==> config.mk <==
export PLATFORM = sky130hd
export DESIGN_NAME = clk_div_prog
export DESIGN_NICKNAME = d
export VERILOG_FILES = /design/src/rtl/clk_div_prog.sv
export SDC_FILE = /design/constraint.sdc
export NUM_CORES = 1
export LEC_CHECK = 0
export CAP_MARGIN = 20
export CORE_MARGIN = 2
export CORE_UTILIZATION = 50
export CTS_CLUSTER_SIZE = 12
export DETAILED_ROUTE_END_ITERATION = 7
export PLACE_DENSITY = 0.75
export SYNTH_ARGS = -nofsm -noshare
export SYNTH_HDL_FRONTEND = slang
export SYNTH_SLANG_ARGS = --single-unit
==> constraint.sdc <==
create_clock -name clk -period 1.52 [get_ports clk]
set_input_delay 0.152 -clock clk [delete_from_list [all_inputs] [get_ports clk]]
set_output_delay 0.152 -clock clk [all_outputs]
set_load 0.01 [all_outputs]
==> src/rtl/clk_div_prog.sv <==
// Multi-channel programmable clock divider: 50%-duty divided clock per channel with
// rise/fall strobes and glitch-free runtime ratio changes applied at the falling toggle.
module clk_div_prog #(
  parameter int unsigned CH       = 2,
  parameter int unsigned CNT_W    = 8,
  parameter int unsigned RST_HALF = 15
) (
  input  logic                clk,
  input  logic                rst,
  input  logic [CH-1:0]       en,
  input  logic [CH*CNT_W-1:0] half_div,
  input  logic [CH-1:0]       load,
  output logic [CH-1:0]       clk_div,
  output logic [CH-1:0]       rise_stb,
  output logic [CH-1:0]       shift_en,
  output logic [CH-1:0]       pend_vld
);

  localparam logic [CNT_W-1:0] RST_ACTIVE = CNT_W'(RST_HALF);

  for (genvar g = 0; g < CH; g++) begin : g_ch
    logic [CNT_W-1:0] cnt_q, cnt_d;
    logic [CNT_W-1:0] active_q, active_d;
    logic [CNT_W-1:0] pending_q, pending_d;
    logic             pend_q, pend_d;
    logic             lvl_q, lvl_d;
    logic             rise_q, rise_d;
    logic             shift_q, shift_d;
    logic [CNT_W-1:0] hd_c;
    logic             toggle_c;
    logic             fall_c;

    assign hd_c     = half_div[g*CNT_W +: CNT_W];
    assign toggle_c = (cnt_q == active_q);
    // Falling toggle is the only point where a new ratio may take effect while running.
    assign fall_c   = en[g] & toggle_c & lvl_q;

    always_comb begin
      cnt_d     = cnt_q;
      active_d  = active_q;
      pending_d = pending_q;
      pend_d    = pend_q;
      lvl_d     = lvl_q;
      rise_d    = 1'b0;
      shift_d   = 1'b0;
      if (!en[g]) begin
        cnt_d = '0;
        lvl_d = 1'b0;
        if (load[g]) begin
          active_d = hd_c;
          pend_d   = 1'b0;
        end else if (pend_q) begin
          active_d = pending_q;
          pend_d   = 1'b0;
        end
      end else begin
        if (toggle_c) begin
          cnt_d   = '0;
          lvl_d   = ~lvl_q;
          rise_d  = ~lvl_q;
          shift_d = lvl_q;
        end else begin
          cnt_d = cnt_q + CNT_W'(1);
        end
        if (fall_c) begin
          // A load landing on the apply cycle bypasses the pending register.
          if (load[g]) begin
            active_d = hd_c;
          end else if (pend_q) begin
            active_d = pending_q;
          end
          pend_d = 1'b0;
        end else if (load[g]) begin
          pending_d = hd_c;
          pend_d    = 1'b1;
        end
      end
    end

    always_ff @(posedge clk) begin
      if (rst) begin
        cnt_q     <= '0;
        active_q  <= RST_ACTIVE;
        pending_q <= '0;
        pend_q    <= 1'b0;
        lvl_q     <= 1'b0;
        rise_q    <= 1'b0;
        shift_q   <= 1'b0;
      end else begin
        cnt_q     <= cnt_d;
        active_q  <= active_d;
        pending_q <= pending_d;
        pend_q    <= pend_d;
        lvl_q     <= lvl_d;
        rise_q    <= rise_d;
        shift_q   <= shift_d;
      end
    end

    assign clk_div[g]  = lvl_q;
    assign rise_stb[g] = rise_q;
    assign shift_en[g] = shift_q;
    assign pend_vld[g] = pend_q;
  end

endmodule

# Word level (Yosys, flattened, before mapping)

Cells that the tools add are included.

$add $sub $neg: 2
Eq/ne operators: 4
Mux-type cells: 8
Bitwise gates (word level): 12
Reduce and logical (&&, ||, !) cells: 10

Operators with widths:

| kind                | number |
|---|---|
| $mux 8              | 8 |
| $reduce_or 3->1     | 6 |
| $add 8x1->8 const B | 2 |
| $eq 8x8->1          | 2 |
| $not 1->1           | 8 |
| $reduce_and 3->1    | 2 |
| $and 1x1->1         | 4 |
| $ne 2x1->1 const B  | 2 |
| $reduce_or 2->1     | 2 |

Register bits: 56
Input port bits: 22
Output and inout port bits: 8
Logic and storage cells: 50

# Logic depth before layout (Yosys ltp)

Depth in word-level cells: 5
Mapped depth: 6

# Worst setup path after synthesis

No wires, ideal clock.

Path kind: register to register
Start point: register g_ch[1].cnt_q[3]
End point: register g_ch[1].active_q[4]
Library setup time: 0.121 ns
Data arrival time: 1.478 ns
Required time: 1.399 ns
Setup slack: -0.079 ns
Cell stages (with the launch flop): 7
Path buffers: 1
Path through: dfxtp_1 -> xor2_1 -> nor4_2 -> nand4_1 -> a21o_1 -> buf_6 -> mux2_4

Longest elaborated chain between the ends: 4

RTL lines:

| what                      | line | RTL |
|---|---|---|
| from (decl)               | 22   | `logic [CNT_W-1:0] cnt_q, cnt_d;` |
| from (signal assigned)    | 90   | `cnt_q <= cnt_d;` |
| $eq 8x8->1                | 34   | `assign toggle_c = (cnt_q == active_q);` |
| $and 1x1->1 (2 in series) | 36   | `assign fall_c = en[g] & toggle_c & lvl_q;` |
| $ne 2x1->1 (no line)      | --   |  |
| to (signal assigned)      | 91   | `active_q <= active_d;` |
| to (decl)                 | 23   | `logic [CNT_W-1:0] active_q, active_d;` |

No other way between the ends.
A chain may end at the register's enable or synchronous reset.

# Final worst setup path

Start point: register g_ch[1].active_q[4]
End point: register g_ch[1].active_q[4]

Longest elaborated chain between the ends: 4
Elaborated cells on any way between the ends: 8
Those cells by class: eq/ne (2); mux (4); bitwise (2)

RTL lines:

| what |
|---|
| $eq 8x8->1 or $mux 8 (tied branches) |
| $and 1x1->1 or $mux 8 (tied branches) (2 in series) |
| $ne 2x1->1 (no line) or $mux 8 (tied branches) |

Several ways; a longest one is shown, not always the timed one. The select of a mux whose other input is x is not followed.

==> summary.txt <==
Outcome
  • Outcome: complete, but fails checks
  • Failing checks: setup timing

Drt
  • Average vias per placed instance: 5.07
  • Drt drc: 0
  • Drt initial violations: 94
  • DR WL/cell: 14.1 µm
  • Vias: 1998
  • Drt total wl: about 5500 µm
  • Drt first pass iters: 4
  • ANT nets after route: 0

STA
  • Skew final: between 5 and 6 ps
  • Pins Over Slew Limit: 0
  • Final Setup Violations: 24
  • Worst-margin pin slew: between 300 and 400 ps
  • Slew headroom: just under 80%
  • Final Cycle Share: 112%
  • Final hold violation count: 0
  • Hold_ws: just under 500 ps
  • Fin worst setup slack: -176 ps
  • RSZ-0062 raised after global routing: true
  • FMAX: 590 MHz
  • Tmin final: 1700 ps

CTS
  • Worst-path clk slew: approximately 90 ps
  • Hold-fix buffer count after cts: 0
  • CTS root buf: clkbuf_8
  • Clock latency on the worst-skew pair: between 300 and 400 ps
  • H-tree lvl count: 2
  • Clock Tree Buf Depth: 2
  • CTS tree: done
  • Clock Sinks: 56
  • CTS buffer count: 5

Global route
  • Met2 GRT Util: 32.7%
  • Vias in the first global route: 1936
  • Grt met3 use: 4.50%
  • Initial antenna violation count: 0
  • Overall routing resource usage: about 19%
  • GR Layer Usage met1: between 20 and 25%
  • Layer with the highest usage: met2
  • Pin count of the biggest net entering global routing: 16
  • Grt total ovfl: 0
  • First-pass GRT wire length: approximately 9000 µm

Die
  • Initial Util: between 50% and 60%
  • DIE WIDTH: approximately 77 µm
  • Die area: about 5900 µm²
  • Core area: between 5000 and 6000 µm²
  • FP Rows: 26
  • Die height: around 77 µm
  • IO Count: 30

Pwr
  • Power per cell area: ~800 nW/µm²
  • Tot Pwr: roughly 2800 µW
  • P_leak: 0.00147 µW
  • Largest vdd supply drop: roughly 0.00052 V

Placed design
  • Placement Setup Slack: -179 ps
  • Port bufs: 29
  • Routability Congestion: ~0.79
  • Placed cell count: between 300 and 400
  • Dpl hpwl: 3840 µm

Final layout
  • Area grow syn2layout: 31.8%
  • Nets@finish: between 300 and 400
  • Final Non-Filler Cells: a little under 400
  • Leading cell types in the layout, fill and taps excluded: nor2_1, dfxtp_1, buf_4
  • Diode count: 0
  • Layout cells sized above 1: ~28%
  • Fillers: a little over 400
  • Most common cell after layout, fill and taps aside: nor2_1

Synthesis
  • Syn_nets: between 200 and 300
  • Simple-gate share of the synthesized area: 19.8%
  • Largest family of logic cells by synthesized area: simple AND/OR/NAND/NOR gates
  • Flops & latches, synth: 56
  • Synth warn: 0
  • Adder-cell share of the synthesized area: less than 1%
  • Sequential share of the synthesized area: approximately 43%
  • Cell variety after synth: 26
  • Complex-gate fraction of the synthesized area: under 10%
  • Post-Synthesis Cell Area: about 2600 µm²
  • Post-synthesis cell count: 270
  • Mux cell area share after synthesis: 16.7%
  • Syn_area_per_cell: 9.74 µm²
  • XOR/XNOR Fraction of Synth Area: 9.99%

Worst setup path
  • WP data arrival: 1900 ps
  • FF-to-FF setup slack: -180 ps
  • Worst Setup End Kind: register
  • Worst-path fanout max: 6
  • R2R depth: 5
  • R2r startpoint: g_ch[1].active_q[4]$_SDFFE_PP0P_
  • Worst Setup Start Kind: register
  • R2r endpoint: g_ch[1].active_q[4]$_SDFFE_PP0P_
  • Crit path kind: reg2reg
  • Critical Path RT: between 1500 and 2000 ps
  • Critical Path Sink: g_ch[1].active_q[4]$_SDFFE_PP0P_
  • Worst setup startpoint: g_ch[1].active_q[4]$_SDFFE_PP0P_

Run
  • Max-capacitance violation count: 0

Worst hold path
  • Worst Hold Class: in2reg
==> layer usage <==
| layer | routed length (µm) | part of all wire (%) |
|---|---|---|
| met1 | 2400 | 43 |
| met2 | 2790 | 50 |
| met3 | 259 | 4.7 |
| met4 | 97 | 1.7 |
| met5 | 0 | 0 |
==> worst min-delay path by stage <==
stage	end	slack [ps]	startpoint	cells after the start
2_1_floorplan	g_ch[0].pending_q[0]$_SDFFE_PP0P_	300	half_div[0]	2
3_3_place_gp	g_ch[0].pending_q[2]$_SDFFE_PP0P_	460	g_ch[0].pending_q[2]$_SDFFE_PP0P_	2
3_5_place_dp	g_ch[0].pending_q[2]$_SDFFE_PP0P_	480	g_ch[0].pending_q[2]$_SDFFE_PP0P_	2
4_1_cts	g_ch[0].pending_q[5]$_SDFFE_PP0P_	470	half_div[5]	3
5_1_grt	g_ch[1].pending_q[7]$_SDFFE_PP0P_	490	half_div[15]	3
6_report	g_ch[1].pending_q[7]$_SDFFE_PP0P_	480	half_div[15]	3
==> registers in the layout, summed over array words and instances (netlist names) <==
| register | count |
|---|---|
| g_ch.pending_q | 16 |
| g_ch.rise_q | 2 |
| g_ch.shift_q | 2 |
| g_ch.lvl_q | 2 |
| g_ch.active_q | 16 |
| g_ch.pend_q | 2 |
| g_ch.cnt_q | 16 |
==> logic make-up (layout without fill, tap and decap cells) <==
group	after synthesis	in the layout
buf+inv	21	75
simple gates	107	107
fa+ha+maj	2	2
mux	40	40
xor+xnor	30	30
flops	56	56
compound gates	14	14
==> where the power goes <==
group / internal, µW / total, µW / leakage [µW] / switching, µW
clock network: 315 / 766 / 0.0000410 / 451
logic: 234 / 428 / 0.000965 / 194
registers: 1520 / 1570 / 0.000462 / 44.2
total: 2070 / 2760 / 0.00147 / 689
==> cell type report <==
class	instances	area, µm²	share of cell area, %
Clock inverter	1	5.00	0.144
Multi-Input combinational cell	193	1550	44.7
Sequential cell	56	1140	32.9
Clock buffer	6	72.6	2.09
Inverter	2	7.51	0.217
Tap cell	70	87.6	2.53
Timing Repair Buffer	66	602	17.4
==> what timing repair did <==
item	CTS	global route
buffers inserted	0	1
pin swaps	2	5
resized for setup	14	28
setup endpoints to repair	35	54
==> synthesized netlist by cell type, drive strengths merged <==
cell type / instances / area (µm²)
inv: 2 / 7.51
a21o: 2 / 15.0
clkbuf: 5 / 18.8
mux2: 8 / 120
nor2b: 16 / 100
nor3b: 4 / 30.0
xnor2: 6 / 52.6
nor4: 4 / 37.5
nand2b: 2 / 12.5
a31oi: 2 / 42.5
mux2i: 32 / 320
dfxtp: 56 / 1120
nand4: 2 / 12.5
xor2: 24 / 210
and3: 7 / 43.8
nand2: 4 / 15.0
buf: 14 / 100
ha: 2 / 25.0
nand3: 8 / 40.0
or2: 2 / 12.5
nor2: 58 / 218
a211oi: 10 / 75.1
==> critical path: stages, from the launching register on <==
cell     delay [ps]
dfxtp_2         350
xor2_2          200
nor4_4          310
nand4_1         160
a21o_4          270
mux2_4          300
==> stage by stage <==
step,area (µm²),utilization [%],setup TNS [ps]
4_1_cts,3320,64.9,-2830
5_1_grt,3470,67.9,-3920
3_3_place_gp,3190,62.4,-2130
3_5_place_dp,3190,62.4,-3430
6_report,3470,67.9,-2670
2_1_floorplan,2630,-,-380
(Power assumes the default switching activity.)
